==> src/rtl/ksa_shuffle_param.sv <==
// ksa_shuffle_param: RC4 key-scheduling engine driving an external single-port S memory.
// Optional S[i]=i fill, then the 256-step swap loop; key length and read latency are parameters.
//
// state  | meaning
// -------+--------------------------------------------------------------
// IDLE   | waiting for start; outputs parked at zero
// INIT   | writing S[i]=i, one address per cycle
// RD_I   | address=i held until rd_data is valid, then capture si
// CALC_J | j += si + key[kidx]
// RD_J   | address=j held until rd_data is valid, then capture sj
// WR_I   | S[i] <= sj
// WR_J   | S[j] <= si, advance i and kidx
// DONE   | one-cycle completion pulse
module ksa_shuffle_param #(
    parameter int KEY_BYTES  = 3,
    parameter int MEM_RD_LAT = 2
) (
    input  logic                   clk,
    input  logic                   reset,
    input  logic                   start,
    input  logic                   do_init,
    input  logic [8*KEY_BYTES-1:0] secret_key,
    input  logic [7:0]             rd_data,
    output logic [7:0]             address,
    output logic [7:0]             wr_data,
    output logic                   wr_en,
    output logic                   busy,
    output logic                   done
);
    localparam int            KW       = (KEY_BYTES > 1) ? $clog2(KEY_BYTES) : 1;
    localparam logic [KW-1:0] KIDX_MAX = KW'(KEY_BYTES - 1);
    localparam logic [2:0]    WAIT_TC  = 3'(MEM_RD_LAT);

    if (KEY_BYTES < 1 || KEY_BYTES > 32) begin : g_bad_key_bytes
        $error("ksa_shuffle_param: KEY_BYTES must be in 1..32");
    end
    if (MEM_RD_LAT < 1 || MEM_RD_LAT > 4) begin : g_bad_rd_lat
        $error("ksa_shuffle_param: MEM_RD_LAT must be in 1..4");
    end

    typedef enum logic [2:0] {
        S_IDLE,
        S_INIT,
        S_RD_I,
        S_CALC_J,
        S_RD_J,
        S_WR_I,
        S_WR_J,
        S_DONE
    } state_t;

    state_t        state_q, state_d;
    logic [7:0]    i_q, i_d;
    logic [7:0]    j_q, j_d;
    logic [KW-1:0] kidx_q, kidx_d;
    logic [7:0]    si_q, si_d;
    logic [7:0]    sj_q, sj_d;
    logic [2:0]    wait_q, wait_d;
    logic [7:0]    address_q, address_d;
    logic [7:0]    wr_data_q, wr_data_d;
    logic          wr_en_q, wr_en_d;
    logic          busy_q, busy_d;
    logic          done_q, done_d;

    // Byte 0 of the key sits in the most significant byte of secret_key.
    logic [7:0] key_byte [KEY_BYTES];

    always_comb begin
        for (int k = 0; k < KEY_BYTES; k++) begin
            key_byte[k] = secret_key[8*(KEY_BYTES-k)-1 -: 8];
        end
    end

    always_ff @(posedge clk or posedge reset) begin
        if (reset) begin
            state_q   <= S_IDLE;
            i_q       <= 8'h00;
            j_q       <= 8'h00;
            kidx_q    <= '0;
            si_q      <= 8'h00;
            sj_q      <= 8'h00;
            wait_q    <= 3'd0;
            address_q <= 8'h00;
            wr_data_q <= 8'h00;
            wr_en_q   <= 1'b0;
            busy_q    <= 1'b0;
            done_q    <= 1'b0;
        end else begin
            state_q   <= state_d;
            i_q       <= i_d;
            j_q       <= j_d;
            kidx_q    <= kidx_d;
            si_q      <= si_d;
            sj_q      <= sj_d;
            wait_q    <= wait_d;
            address_q <= address_d;
            wr_data_q <= wr_data_d;
            wr_en_q   <= wr_en_d;
            busy_q    <= busy_d;
            done_q    <= done_d;
        end
    end

    always_comb begin
        state_d   = state_q;
        i_d       = i_q;
        j_d       = j_q;
        kidx_d    = kidx_q;
        si_d      = si_q;
        sj_d      = sj_q;
        wait_d    = wait_q;
        address_d = 8'h00;
        wr_data_d = 8'h00;
        wr_en_d   = 1'b0;

        case (state_q)
            S_IDLE: begin
                if (start) begin
                    i_d     = 8'h00;
                    j_d     = 8'h00;
                    kidx_d  = '0;
                    wait_d  = WAIT_TC;
                    state_d = do_init ? S_INIT : S_RD_I;
                end
            end
            S_INIT: begin
                i_d = i_q + 8'd1;
                if (i_q == 8'hFF) begin
                    wait_d  = WAIT_TC;
                    state_d = S_RD_I;
                end
            end
            S_RD_I: begin
                if (wait_q == 3'd0) begin
                    si_d    = rd_data;
                    state_d = S_CALC_J;
                end else begin
                    wait_d = wait_q - 3'd1;
                end
            end
            S_CALC_J: begin
                j_d     = j_q + si_q + key_byte[kidx_q];
                wait_d  = WAIT_TC;
                state_d = S_RD_J;
            end
            S_RD_J: begin
                if (wait_q == 3'd0) begin
                    sj_d    = rd_data;
                    state_d = S_WR_I;
                end else begin
                    wait_d = wait_q - 3'd1;
                end
            end
            S_WR_I: begin
                state_d = S_WR_J;
            end
            S_WR_J: begin
                i_d    = i_q + 8'd1;
                kidx_d = (kidx_q == KIDX_MAX) ? '0 : kidx_q + KW'(1);
                if (i_q == 8'hFF) begin
                    state_d = S_DONE;
                end else begin
                    wait_d  = WAIT_TC;
                    state_d = S_RD_I;
                end
            end
            S_DONE: begin
                state_d = S_IDLE;
            end
            default: begin
                state_d = S_IDLE;
            end
        endcase

        // Memory port is registered, so it is decoded from the state being entered.
        case (state_d)
            S_INIT: begin
                address_d = i_d;
                wr_data_d = i_d;
                wr_en_d   = 1'b1;
            end
            S_RD_I, S_CALC_J: begin
                address_d = i_d;
            end
            S_RD_J: begin
                address_d = j_d;
            end
            S_WR_I: begin
                address_d = i_d;
                wr_data_d = sj_d;
                wr_en_d   = 1'b1;
            end
            S_WR_J: begin
                address_d = j_d;
                wr_data_d = si_d;
                wr_en_d   = 1'b1;
            end
            default: begin
            end
        endcase

        busy_d = (state_d != S_IDLE);
        done_d = (state_d == S_DONE);
    end

    assign address = address_q;
    assign wr_data = wr_data_q;
    assign wr_en   = wr_en_q;
    assign busy    = busy_q;
    assign done    = done_q;

endmodule

==> config.mk <==
export PLATFORM = sky130hd
export DESIGN_NAME = ksa_shuffle_param
export DESIGN_NICKNAME = d
export VERILOG_FILES = /design/src/rtl/ksa_shuffle_param.sv
export SDC_FILE = /design/constraint.sdc
export NUM_CORES = 1
export LEC_CHECK = 0
export ABC_AREA = 1
export BUFFER_PORTS_ARGS = -buffer_cell sky130_fd_sc_hd__buf_2
export CAP_MARGIN = 15
export CORE_MARGIN = 4
export CORE_UTILIZATION = 45
export CTS_CLUSTER_SIZE = 30
export DETAILED_ROUTE_END_ITERATION = 16
export GPL_ROUTABILITY_DRIVEN = 0
export GPL_TIMING_DRIVEN = 0
export PLACE_DENSITY = 0.66
export SKIP_LAST_GASP = 1
export SLEW_MARGIN = 10
export SYNTH_ARGS = -nofsm -noshare
export SYNTH_HDL_FRONTEND = slang
export SYNTH_SLANG_ARGS = --single-unit
==> constraint.sdc <==
create_clock -name clk -period 3.3 [get_ports clk]
set_input_delay 0.66 -clock clk [delete_from_list [all_inputs] [get_ports clk]]
set_output_delay 0.66 -clock clk [all_outputs]
set_load 0.02 [all_outputs]
# == Yosys cells after proc, flatten, opt, wreduce, memory -nomap -nowiden ==
# Cells that the tools add are included.
# totals
regBits,59
out_inout_bits,19
# op_classes
n_reduce_logical,12
n_mux,29
order_cmp,1
add_sub_neg,5
eq_ne,20
bitwise,1
# ops
cell,count
$mux 8,8
$pmux 8 s2,3
$mux 3,9
$eq 3x3->1 const B,8
$pmux 3 s8,1
$pmux 8 s3,1
$add 8x8->8,2
$bmux 8 s2,1
$pmux 3 s5,1
$eq 3x2->1 const B,4
$add 8x1->8 const B,1
$eq 8x8->1 const B,1
$ne 2x2->1 const B,4
$eq 3x1->1 const B,2
$logic_not 3->1,2
$mux 2,3
$reduce_or 2->1,3
$reduce_and 5->1,1
$reduce_bool 5->1,1
$pmux 2 s2,1
$reduce_or 4->1,1
$ge 3x3->1 const B,1
$not 2->3,1
$reduce_bool 3->1,1
other kinds (7),7

# == Longest topological paths before layout ==
# Gate-level depths: netlist of the first run.
# depth
depth_word,7
ltp_mapped,18
depth_no_buf,18

# == Least setup slack after synthesis of the first run ==
# No wires, ideal clock.
# synth_path
kind,in2reg
startpoint,input port secret_key[1]
endpoint,register address_q[5] (netlist: address[5])
path_buffers,0
arrival_ns,2.651
cell_stages,13
setup_ns,0.065
slack_ns,0.584
cell_sequence,a22o_1 a21oi_1 fa_1 inv_1 ha_1 inv_1 fa_1 inv_1 a31oi_1 xor2_1 o21ai_0 nand2_1 nand2_1
# synth_via
elab_chain_len,6
# synth_rtl
item,line_no,source
from (decl),22,"input logic [8*KEY_BYTES-1:0] secret_key,"
$bmux 8 s2,142,j_d = j_q + si_q + key_byte[kidx_q];
$mux 8 (implied by the code) (2 in series),142,
$add 8x8->8,142,
$pmux 8 s2,116,case (state_q)
net j_d[5],54,"logic [7:0] j_q, j_d;"
$pmux 8 s2,176,case (state_d)
net address_d[5],59,"logic [7:0] address_q, address_d;"
to (signal assigned),96,address_q <= address_d;
to (decl),59,
# The timed path passes the listed nets, and every way through them passes these cells. The select of a mux whose other input is x is not followed.
# A chain may end at the register's enable or synchronous reset.

# == Worst setup path in the final report of the first run ==
# layout_path
startpoint,register kidx_q[1]
endpoint,register address_q[5] (netlist: address[5])
# layout_via
elab_chain_len,7
# layout_rtl
item,line_no,source
from (decl),55,"logic [KW-1:0] kidx_q, kidx_d;"
from (signal assigned),92,kidx_q <= kidx_d;
$not 2->3 (implied by the code),142,
$bmux 8 s2,142,
$mux 8 (implied by the code) (2 in series),142,
$add 8x8->8,142,
$pmux 8 s2,116,
net j_d[5],54,
$pmux 8 s2,176,
net address_d[5],59,
# The timed path passes the listed nets, and every way through them passes these cells. The select of a mux whose other input is x is not followed.

==> results.yml, run 1 <==
layout:
  drive_gt1_share_pct: 21.94
  area_delta_synth_final_pct: 15.70
  num-nets-final: 517
  utilization_pct: 53.37
  antenna_cells: 0
  fillers: 675
sta:
  fmax_mhz: 324.9
  hold_viol: 0
  min_period_ns: 3.078
  setup_viol: 0
  max_slew.worst_pin.slew_ns: 0.6604
  period_share_pct: 93.27
  maxSlewViolCount: 0
  fin_skew_ns: 0.005591
  slew_headroom_pct: 55.73
worst_setup_path:
  cp-end-kind: "flop"
  worstPathCellList: "inv_1 > nor2_1 > a22o_1 > a21oi_1 > fa_1 > inv_1 > ha_1 > inv_1 > fa_1 > inv_1 > a31oi_1 > xor2_1 > o21ai_0 > nand2_1 > nand2_1"
  r2r_end: "address[5]$_DFF_PP0_"
  path_max_fanout: 8
  worstReg2RegStart: "kidx_q[1]$_DFFE_PP0P_"
  regToRegSetupSlack_ns: 0.22
  crit_slowest_cell: "fa_1"
  criticalPathCategory: "flop to flop"
  crit_family: "adder cells"
  worstPathArrival_ns: 3.33
  path_common_cell: "inv_1"
  critPathMaxStageDelay_ns: 0.44
  reg2reg_depth: 15
  cp.required_ns: 3.55
  cp.buffers_inverters: 4
  start_kind: "flop"
synthesis:
  synth_cells: 402
  yosys_register_bits: 51
  synth_area_mm2: 0.003117
  yosysSeqAreaShare_pct: 40.95
  synth_fp_nets: 455
  syn_avg_cell_area_um2: 7.753
  yosysWarnings: 0
  yosysUniqueCellTypes: 33
die:
  rows: 30
  io_pins: 55
  dieArea_mm2: 0.008322
  start_util_pct: 46.13
  chipHeight_um: 91.23
  dieWidth_um: 91.23
  core_region_area_mm2: 0.006756
outcome:
  status: "complete, no violations"
power_and_ir_drop:
  total_power_mw: 3.517
  powerDensity_mw_per_mm2: 975.5
  vdd_drop_max_v: 0.0004953
  leakage_nw: 1.999
clock_network:
  clk_path_buf_depth: 2
  h-tree-depth: 2
  clk_latency_ns: 0.31
  cts-buffers-inserted: 5
  postCtsSetupBuffers: 0
  clkSinkCount: 51
  cts_root_buffer: "clkbuf_8"
  clk_pin_slew_worst_paths_ns: 0.10
  cts_tree: "built"
route:
  wl_mm: 7.487
  vias_per_cell: 5.075
  drcViolationCount: 0
  drt-initial-drc-count: 200
  num_vias: 2766
  ant_nets: 0
  wl_per_cell_um: 13.74
  dr.pass1.iters: 4
global_routing:
  antenna_found_initial: 0
  grt_pass1_vias: 2722
  grt_max_degree: 32
  track_usage_pct: 19.04
  overflow: 0
  grt_pass1_wl_mm: 12.69
worst_hold_path:
  hp-class: "primary input to async pin"
job:
  drv_cap: 0
placed_design:
  place_hpwl_mm: 6.020
  place.port_buffers: 54
[worst max-delay path by stage]
stage / cells past startpoint / slack [ns] / to / start
after CTS: 15 / 0.20 / address[5]$_DFF_PP0_ / kidx_q[0]$_DFFE_PP0P_
after floorplan: 13 / 0.58 / address[5]$_DFF_PP0_ / secret_key[1]
final: 15 / 0.22 / address[5]$_DFF_PP0_ / kidx_q[1]$_DFFE_PP0P_
after global routing: 15 / -0.007 / address[5]$_DFF_PP0_ / kidx_q[1]$_DFFE_PP0P_
after global placement: 14 / 0.23 / address[5]$_DFF_PP0_ / secret_key[1]
after detailed placement: 15 / 0.23 / address[5]$_DFF_PP0_ / kidx_q[0]$_DFFE_PP0P_
[cells in the final DEF, fill, tap and decap left out, drive strengths merged]
cell type,count
a22o,2
o21ai,30
a21oi,9
inv,57
nand2,153
buf,57
nand3,38
nand3b,2
xor2,1
fa,8
nor2,21
o21bai,1
nand4,10
dfrtp,51
or2,2
ha,9
nor3,4
clkinvlp,1
xnor2,1
clkbuf,5
o22ai,1
a31oi,2
[cell usage after synthesis, drive strengths merged]
cell    instances  area share [%]
a21oi           9             1.4
a22o            2            0.56
a31oi           2            0.40
buf             2            0.52
dfrtp          51              41
fa              8             5.1
ha              9             3.6
inv            55             6.7
nand2         153              20
nand3          38             6.3
nand3b          2            0.48
nand4          10             2.0
nor2           21             4.0
nor3            4             1.2
o21ai          30             5.3
o21bai          1            0.24
o22ai           1            0.20
or2             2            0.40
xnor2           1            0.28
xor2            1            0.28
[per-layer routing]
metal,up-vias,GRT usage [%],routed length [µm]
met2,51,31.76,3657
met3,10,3.314,308
met5,-,0,0
met4,0,5.779,123
met1,1295,25.28,3397
li1,1410,-,-
[stage by stage]
| stage | setup WS [ns] | std cells | TNS, ns | hold WS (ns) | area (µm²) |
|---|---|---|---|---|---|
| floorplan | 0.5839 | 402 | 0 | 0.4619 | 3117 |
| global route | -0.007220 | 545 | -0.007220 | 0.3685 | 3606 |
| detailed placement | 0.2278 | 537 | 0 | 0.4920 | 3507 |
| finish | 0.2221 | 545 | 0 | 0.3447 | 3606 |
| CTS | 0.1951 | 545 | 0 | 0.3541 | 3603 |
| global placement | 0.2251 | 536 | 0 | 0.4890 | 3487 |
[registers in the layout (all words and copies together) (netlist names)]
signal	cells
j_q	8
done	1
kidx_q	2
wr_data	8
address	8
busy	1
wr_en	1
state_q	3
wait_q	3
si_q	8
i_q	8
[area by class of cell]
class                      instances  area (µm²)  share of cell area [%]
buffer                             2       16.27                  0.4511
clock buffer                       5       68.82                   1.908
clock inverter                     3       27.53                  0.7634
inverter                          55       209.0                   5.795
multi-input combinational        294        1618                   44.86
sequential                        51        1276                   35.39
tap                               80       100.1                   2.776
timing repair buffer              55       290.3                   8.050
[power by group]
part / total (mW) / internal, mW / leakage [nW] / switching (mW)
clock: 0.389 / 0.158 / 0.0467 / 0.232
sequential: 0.991 / 0.832 / 0.672 / 0.159
combinational: 2.14 / 0.719 / 1.28 / 1.42
total: 3.52 / 1.71 / 2.00 / 1.81
[what timing repair did]
item | in CTS | in global routing
hold buffers | 0 | 0
endpoints found under the setup margin | 0 | 1
resized for setup | 0 | 1
[cell families after synthesis]
group | Yosys count | synth area share, %
simple gates | 230 | 34.36
buf+inv | 57 | 7.226
flops | 51 | 40.95
compound gates | 45 | 8.149
fa+ha+maj | 17 | 8.751
xor+xnor | 2 | 0.5621
(Power assumes the default switching activity.)
==> run 2, diff against run 1 <==
--- a/config.mk
+++ b/config.mk
@@ -5,16 +5,16 @@
 export SDC_FILE = /design/constraint.sdc
 export NUM_CORES = 1
 export LEC_CHECK = 0
-export ABC_AREA = 1
 export BUFFER_PORTS_ARGS = -buffer_cell sky130_fd_sc_hd__buf_2
-export CAP_MARGIN = 15
+export CAP_MARGIN = 5
 export CORE_MARGIN = 4
 export CORE_UTILIZATION = 45
 export CTS_CLUSTER_SIZE = 30
 export DETAILED_ROUTE_END_ITERATION = 16
 export GPL_ROUTABILITY_DRIVEN = 0
 export GPL_TIMING_DRIVEN = 0
-export PLACE_DENSITY = 0.66
+export PLACE_DENSITY = 0.67
+export RECOVER_POWER = 50
 export SKIP_LAST_GASP = 1
 export SLEW_MARGIN = 10
 export SYNTH_ARGS = -nofsm -noshare
==> run 2 against run 1 <==
Effect of this change:
- the flow now finishes with violations (max-capacitance violations, max-slew violations)
- worst setup slack worse by 0.0033 ns
- clock-buffer cell count unchanged
- cell count is 18% lower
- critical endpoint unchanged
- largest power group is now sequential cells
==> results.yml, run 2 <==
route:
  drcViolationCount: 0
  num_vias: 2478
  ant_nets: 0
  dr.pass1.iters: 4
  vias_per_cell: 5.531
  wl_per_cell_um: 15.50
  drt-initial-drc-count: 115
  wl_mm: 6.946
global_routing:
  track_usage_pct: 17.82
  antenna_found_initial: 0
  grt_pass1_vias: 2437
  grt_pass1_wl_mm: 11.95
  grt_max_degree: 34
  overflow: 0
clock_network:
  clk_pin_slew_worst_paths_ns: 0.10
  clk_path_buf_depth: 2
  cts_root_buffer: "clkbuf_8"
  clk_latency_ns: 0.30
  h-tree-depth: 2
  clkSinkCount: 51
  cts-buffers-inserted: 5
  cts_hold_buf: 0
  cts_tree: "built"
synthesis:
  synth.most_common_cell: "dfrtp_1"
  synth_area_mm2: 0.003065
  synth_fp_nets: 360
  synth_area_leader_cell: "dfrtp_1"
  synth_flop_cell: "dfrtp_1"
  syn_avg_cell_area_um2: 9.985
  synth_top_area_share_pct: 41.63
  yosys_register_bits: 51
  async_flop_share_pct: 100.0
  yosysUniqueCellTypes: 65
  synth_area_leaders: "dfrtp_1 (42%), fa_1 (5.2%), o21ai_0 (4.2%)"
  yosysWarnings: 0
  synth_edf_count: 0
  synth_top_cells_by_count: "dfrtp_1 (51), inv_1 (28), o21ai_0 (26)"
  yosysSeqAreaShare_pct: 41.63
  synth_cells: 307
layout:
  drive_gt1_share_pct: 25.07
  area_delta_synth_final_pct: 15.80
  fillers: 574
  antenna_cells: 0
  ff_latch_area_mm2: 0.001277
  final_common_cell: "dfrtp_1"
  postLayoutCellArea_mm2: 0.003550
  multi_input_area_mm2: 0.001599
  final_cells: 448
  num-nets-final: 423
  most-common-layout-cells: "dfrtp_1 (50), buf_2 (49), inv_1 (28)"
  utilization_pct: 54.65
sta:
  fmax_mhz: 324.5
  hold_viol: 0
  setup_viol: 0
  slew_headroom_pct: -16.46
  fin_tns_setup_ns: 0
  max_slew.worst_pin.slew_ns: 1.747
  period_share_pct: 93.37
  fin_ws_ns: 0.2188
  hold_slack_ns: 0.4341
  min_period_ns: 3.081
  maxSlewViolCount: 34
  fin_skew_ns: 0.008443
die:
  io_pins: 55
  chipHeight_um: 90.54
  start_util_pct: 47.20
  dieWidth_um: 90.54
  dieArea_mm2: 0.008197
  rows: 29
  core_region_area_mm2: 0.006495
worst_setup_path:
  cp.required_ns: 3.46
  critPathMaxStageDelay_ns: 0.41
  crit_family: "adder cells"
  criticalPathCategory: "flop to flop"
  cp.buffers_inverters: 3
  crit_slowest_cell: "dfrtp_2"
  cp-end-kind: "flop"
  cp.depth: 14
  reg2reg_depth: 14
  worstPathCellList: "buf_6 > mux2i_1 > nor2_1 > a21oi_2 > fa_1 > inv_1 > ha_1 > inv_1 > fa_1 > nor2b_1 > o21ai_1 > and4_1 > a211oi_2 > o22ai_1"
  path_max_fanout: 10
  worstPathArrival_ns: 3.24
  start_kind: "flop"
placed_design:
  pre_cts_ws_ns: -0.3943
  dp.cells: 439
  place.port_buffers: 54
  place_hpwl_mm: 5.502
  dpl_cell_area_mm2: 0.003452
power_and_ir_drop:
  swShare_pct: 36.07
  p_clk_share_pct: 20.1
  pwr-share-comb_pct: 37.7
  vdd_drop_max_v: 0.0003223
  pwr-share-seq_pct: 42.2
  powerDensity_mw_per_mm2: 523.1
  total_power_mw: 1.857
  switchingPower_uw: 669.8
  intPower_mw: 1.187
  leakage_nw: 1.655
job:
  drv_cap: 1
worst_hold_path:
  hp-class: "primary input to async pin"
outcome:
  violations: "max-capacitance violations, max-slew violations"
  status: "finished, violations left"
[run 2: layer usage]
layer	vias to the layer above	routed length [µm]	global-route usage, %
li1	1217	-	-
met1	1193	3278	25.16
met2	64	3327	29.09
met3	4	277	2.333
met4	0	63	4.209
met5	-	0	0
[run 2: timing repair]
action	CTS	global route
cloned	0	0
endpoints found under the setup margin	6	6
buffers inserted	0	1
resized for setup	3	8
pin swaps	0	1
[run 2: worst paths after layout]
kind                                             from               endpoint  slack [ns]
worst max-delay path            kidx_q[1]$_DFFE_PP0P_   address[5]$_DFF_PP0_        0.22
worst min-delay path                            reset   wr_data[2]$_DFF_PP0_        0.43
worst max register to register  kidx_q[1]$_DFFE_PP0P_   address[5]$_DFF_PP0_        0.22
worst min register to register  wait_q[0]$_DFFE_PP0P_  wait_q[0]$_DFFE_PP0P_        0.49
max in group asynchronous                       reset  kidx_q[1]$_DFFE_PP0P_        0.69
min in group clk                wait_q[0]$_DFFE_PP0P_  wait_q[0]$_DFFE_PP0P_        0.49
[run 2: final cells by class]
class / instances / share of cell area, %
timing repair buffer: 56 / 7.684
clock buffer: 5 / 1.939
sequential: 51 / 35.99
tap: 77 / 2.714
inverter: 28 / 2.961
clock inverter: 3 / 0.7402
multi-input combinational: 215 / 45.05
buffer: 13 / 2.926
[run 2: cell families after synthesis]
family	after synthesis	share of synthesized area, %
compound gates	90	19.84
simple gates	84	15.14
flops	51	41.63
xor+xnor	5	1.429
fa+ha+maj	18	9.224
mux	18	6.245
buf+inv	41	6.489
[run 2: power by group through the flow]
stage / logic (mW) / registers, mW / clock network, mW
finish: 0.699 / 0.784 / 0.374
global route: 0.792 / 0.801 / 0.412
CTS: 0.707 / 0.785 / 0.388
detailed placement: 0.703 / 0.796 / 0
global placement: 0.667 / 0.795 / 0
floorplan: 0.448 / 0.855 / 0
==> run 3, diff against run 2 <==
--- a/config.mk
+++ b/config.mk
@@ -5,15 +5,14 @@
 export SDC_FILE = /design/constraint.sdc
 export NUM_CORES = 1
 export LEC_CHECK = 0
-export BUFFER_PORTS_ARGS = -buffer_cell sky130_fd_sc_hd__buf_2
 export CAP_MARGIN = 5
 export CORE_MARGIN = 4
 export CORE_UTILIZATION = 45
 export CTS_CLUSTER_SIZE = 30
 export DETAILED_ROUTE_END_ITERATION = 16
+export DONT_BUFFER_PORTS = 1
 export GPL_ROUTABILITY_DRIVEN = 0
 export GPL_TIMING_DRIVEN = 0
-export PLACE_DENSITY = 0.67
 export RECOVER_POWER = 50
 export SKIP_LAST_GASP = 1
 export SLEW_MARGIN = 10
==> constraint.sdc (replaced) <==
create_clock -name clk -period 3.3 [get_ports clk]
set_input_delay 0.33 -clock clk [delete_from_list [all_inputs] [get_ports clk]]
set_output_delay 0.33 -clock clk [all_outputs]
set_load 0.02 [all_outputs]
==> run 3 against run 2 <==
Effect of this change:
- utilization shrank 3.4 points
- via count down 6.7%
- register-to-register slack got worse by 0.07 ns
- largest power group unchanged
- global-route usage about the same
- the flow still finishes with violations (max-capacitance violations, max-slew violations)
- clock power grew 4%
- largest cell class unchanged
==> results.yml, run 3 (synthesis gave the netlist of run 2 again) <==
worst_setup_path:
  path_max_fanout: 5
  criticalPathCategory: "flop to flop"
  cp-end-kind: "flop"
  critPathMaxStageDelay_ns: 0.52
  crit_slowest_cell: "fa_1"
  worstPathCellList: "buf_6 > mux2i_1 > o21ai_0 > fa_1 > ha_1 > and2_1 > a22o_1 > and4b_1 > nor3_1 > o211ai_1"
  cp.buffers_inverters: 1
  cp.required_ns: 3.46
  crit_family: "adder cells"
  start_kind: "flop"
  worstPathArrival_ns: 3.31
die:
  rows: 29
  core_region_area_mm2: 0.006495
  dieArea_mm2: 0.008197
  start_util_pct: 47.20
  dieWidth_um: 90.54
  io_pins: 55
  chipHeight_um: 90.54
layout:
  ff_latch_area_mm2: 0.001277
  final_common_cell: "dfrtp_1"
  fillers: 585
  postLayoutCellArea_mm2: 0.003328
  multi_input_area_mm2: 0.001608
  most-common-layout-cells: "dfrtp_1 (50), inv_1 (28), o21ai_0 (25)"
  num-nets-final: 372
  utilization_pct: 51.24
  area_delta_synth_final_pct: 8.571
  drive_gt1_share_pct: 15.63
  final_cells: 397
  antenna_cells: 0
power_and_ir_drop:
  pwr-share-seq_pct: 47.4
  pwr-share-comb_pct: 31.2
  switchingPower_uw: 670.0
  powerDensity_mw_per_mm2: 545.3
  vdd_drop_max_v: 0.0004460
  total_power_mw: 1.815
  p_clk_share_pct: 21.4
  intPower_mw: 1.145
  leakage_nw: 1.482
  swShare_pct: 36.92
clock_network:
  clk_path_buf_depth: 2
  cts_root_buffer: "clkbuf_8"
  clk_latency_ns: 0.31
  cts_tree: "built"
  clk_pin_slew_worst_paths_ns: 0.11
  cts-buffers-inserted: 5
  clkSinkCount: 51
  h-tree-depth: 2
placed_design:
  dpl_cell_area_mm2: 0.003182
  dp.cells: 385
  place.port_buffers: 0
  pre_cts_ws_ns: -0.4652
  place_hpwl_mm: 5.533
global_routing:
  grt_pass1_vias: 2261
  track_usage_pct: 17.85
  grt_pass1_wl_mm: 11.85
  antenna_found_initial: 0
  overflow: 0
  grt_max_degree: 38
route:
  wl_met2_mm: 3.279
  wl_mm: 7.238
  met3_wirelength_um: 280
  wl_per_cell_um: 18.23
  vias_per_cell: 5.826
  num_vias: 2313
  wl_met1_mm: 3.584
  dr.pass1.iters: 4
  drcViolationCount: 0
  ant_nets: 0
  drt-initial-drc-count: 127
  routed.top_layer: "met4"
sta:
  max_slew.worst_pin.slew_ns: 1.734
  period_share_pct: 95.34
  hold_viol: 0
  fin_ws_ns: 0.1536
  setup_viol: 0
  grt_setup_unrepaired: "false"
  maxSlewViolCount: 38
  slew_headroom_pct: -15.59
  fin_skew_ns: 0.01388
  min_period_ns: 3.146
  fmax_mhz: 317.8
worst_hold_path:
  hp-class: "primary input to flop"
outcome:
  violations: "max-capacitance violations, max-slew violations"
  status: "finished, violations left"
job:
  drv_cap: 1
[run 3: routing by layer]
metal | track usage, % | vias to the layer above
met3 | 1.833 | 8
met4 | 4.719 | 0
met1 | 26.68 | 1112
met5 | 0 | -
li1 | - | 1121
met2 | 27.49 | 72
[run 3: stage by stage]
step	hold slack, ns	setup TNS [ns]
final	0.1587	0
after global routing	0.1436	0
after CTS	0.1551	0
after detailed placement	0.1880	-1.381
after global placement	0.4665	-1.078
after floorplan	0.4564	0
[run 3: path summary, 6_finish.rpt]
path / cells past startpoint / endpoint / slack, ns / start
worst max-delay path: 10 / address[6]$_DFF_PP0_ / 0.15 / kidx_q[1]$_DFFE_PP0P_
worst min-delay path: 1 / si_q[2]$_DFF_PP0_ / 0.16 / rd_data[2]
worst max register to register: 10 / address[6]$_DFF_PP0_ / 0.15 / kidx_q[1]$_DFFE_PP0P_
worst min register to register: 1 / wait_q[0]$_DFFE_PP0P_ / 0.49 / wait_q[0]$_DFFE_PP0P_
max in group asynchronous: 3 / kidx_q[1]$_DFFE_PP0P_ / 0.60 / reset
min in group asynchronous: 2 / wr_data[2]$_DFF_PP0_ / 0.48 / reset
[run 3: repair_timing]
item,in CTS,in global routing
endpoints found under the hold margin,14,0
hold buffers,1,0
gates resized for setup,4,9
setup buffers,0,2
gates cloned,0,1
pin swaps,0,3
endpoints found under the setup margin,7,3
[run 3: power groups by stage]
stage | Sequential (mW) | Combinational (mW) | Clock, mW
floorplan | 0.855 | 0.448 | 0
global placement | 0.873 | 0.530 | 0
detailed placement | 0.875 | 0.553 | 0
CTS | 0.863 | 0.560 | 0.398
global route | 0.875 | 0.646 | 0.425
finish | 0.861 | 0.566 | 0.388
[run 3: final cells by class]
cell class	instances	share of cell area, %
multi-input cells	215	48.31
flip-flops and latches	51	38.38
inverters	28	3.158
plain buffers	13	3.120
well taps	77	2.895
clock buffers	5	2.068
repair buffers	5	1.278
clock inverters	3	0.7895
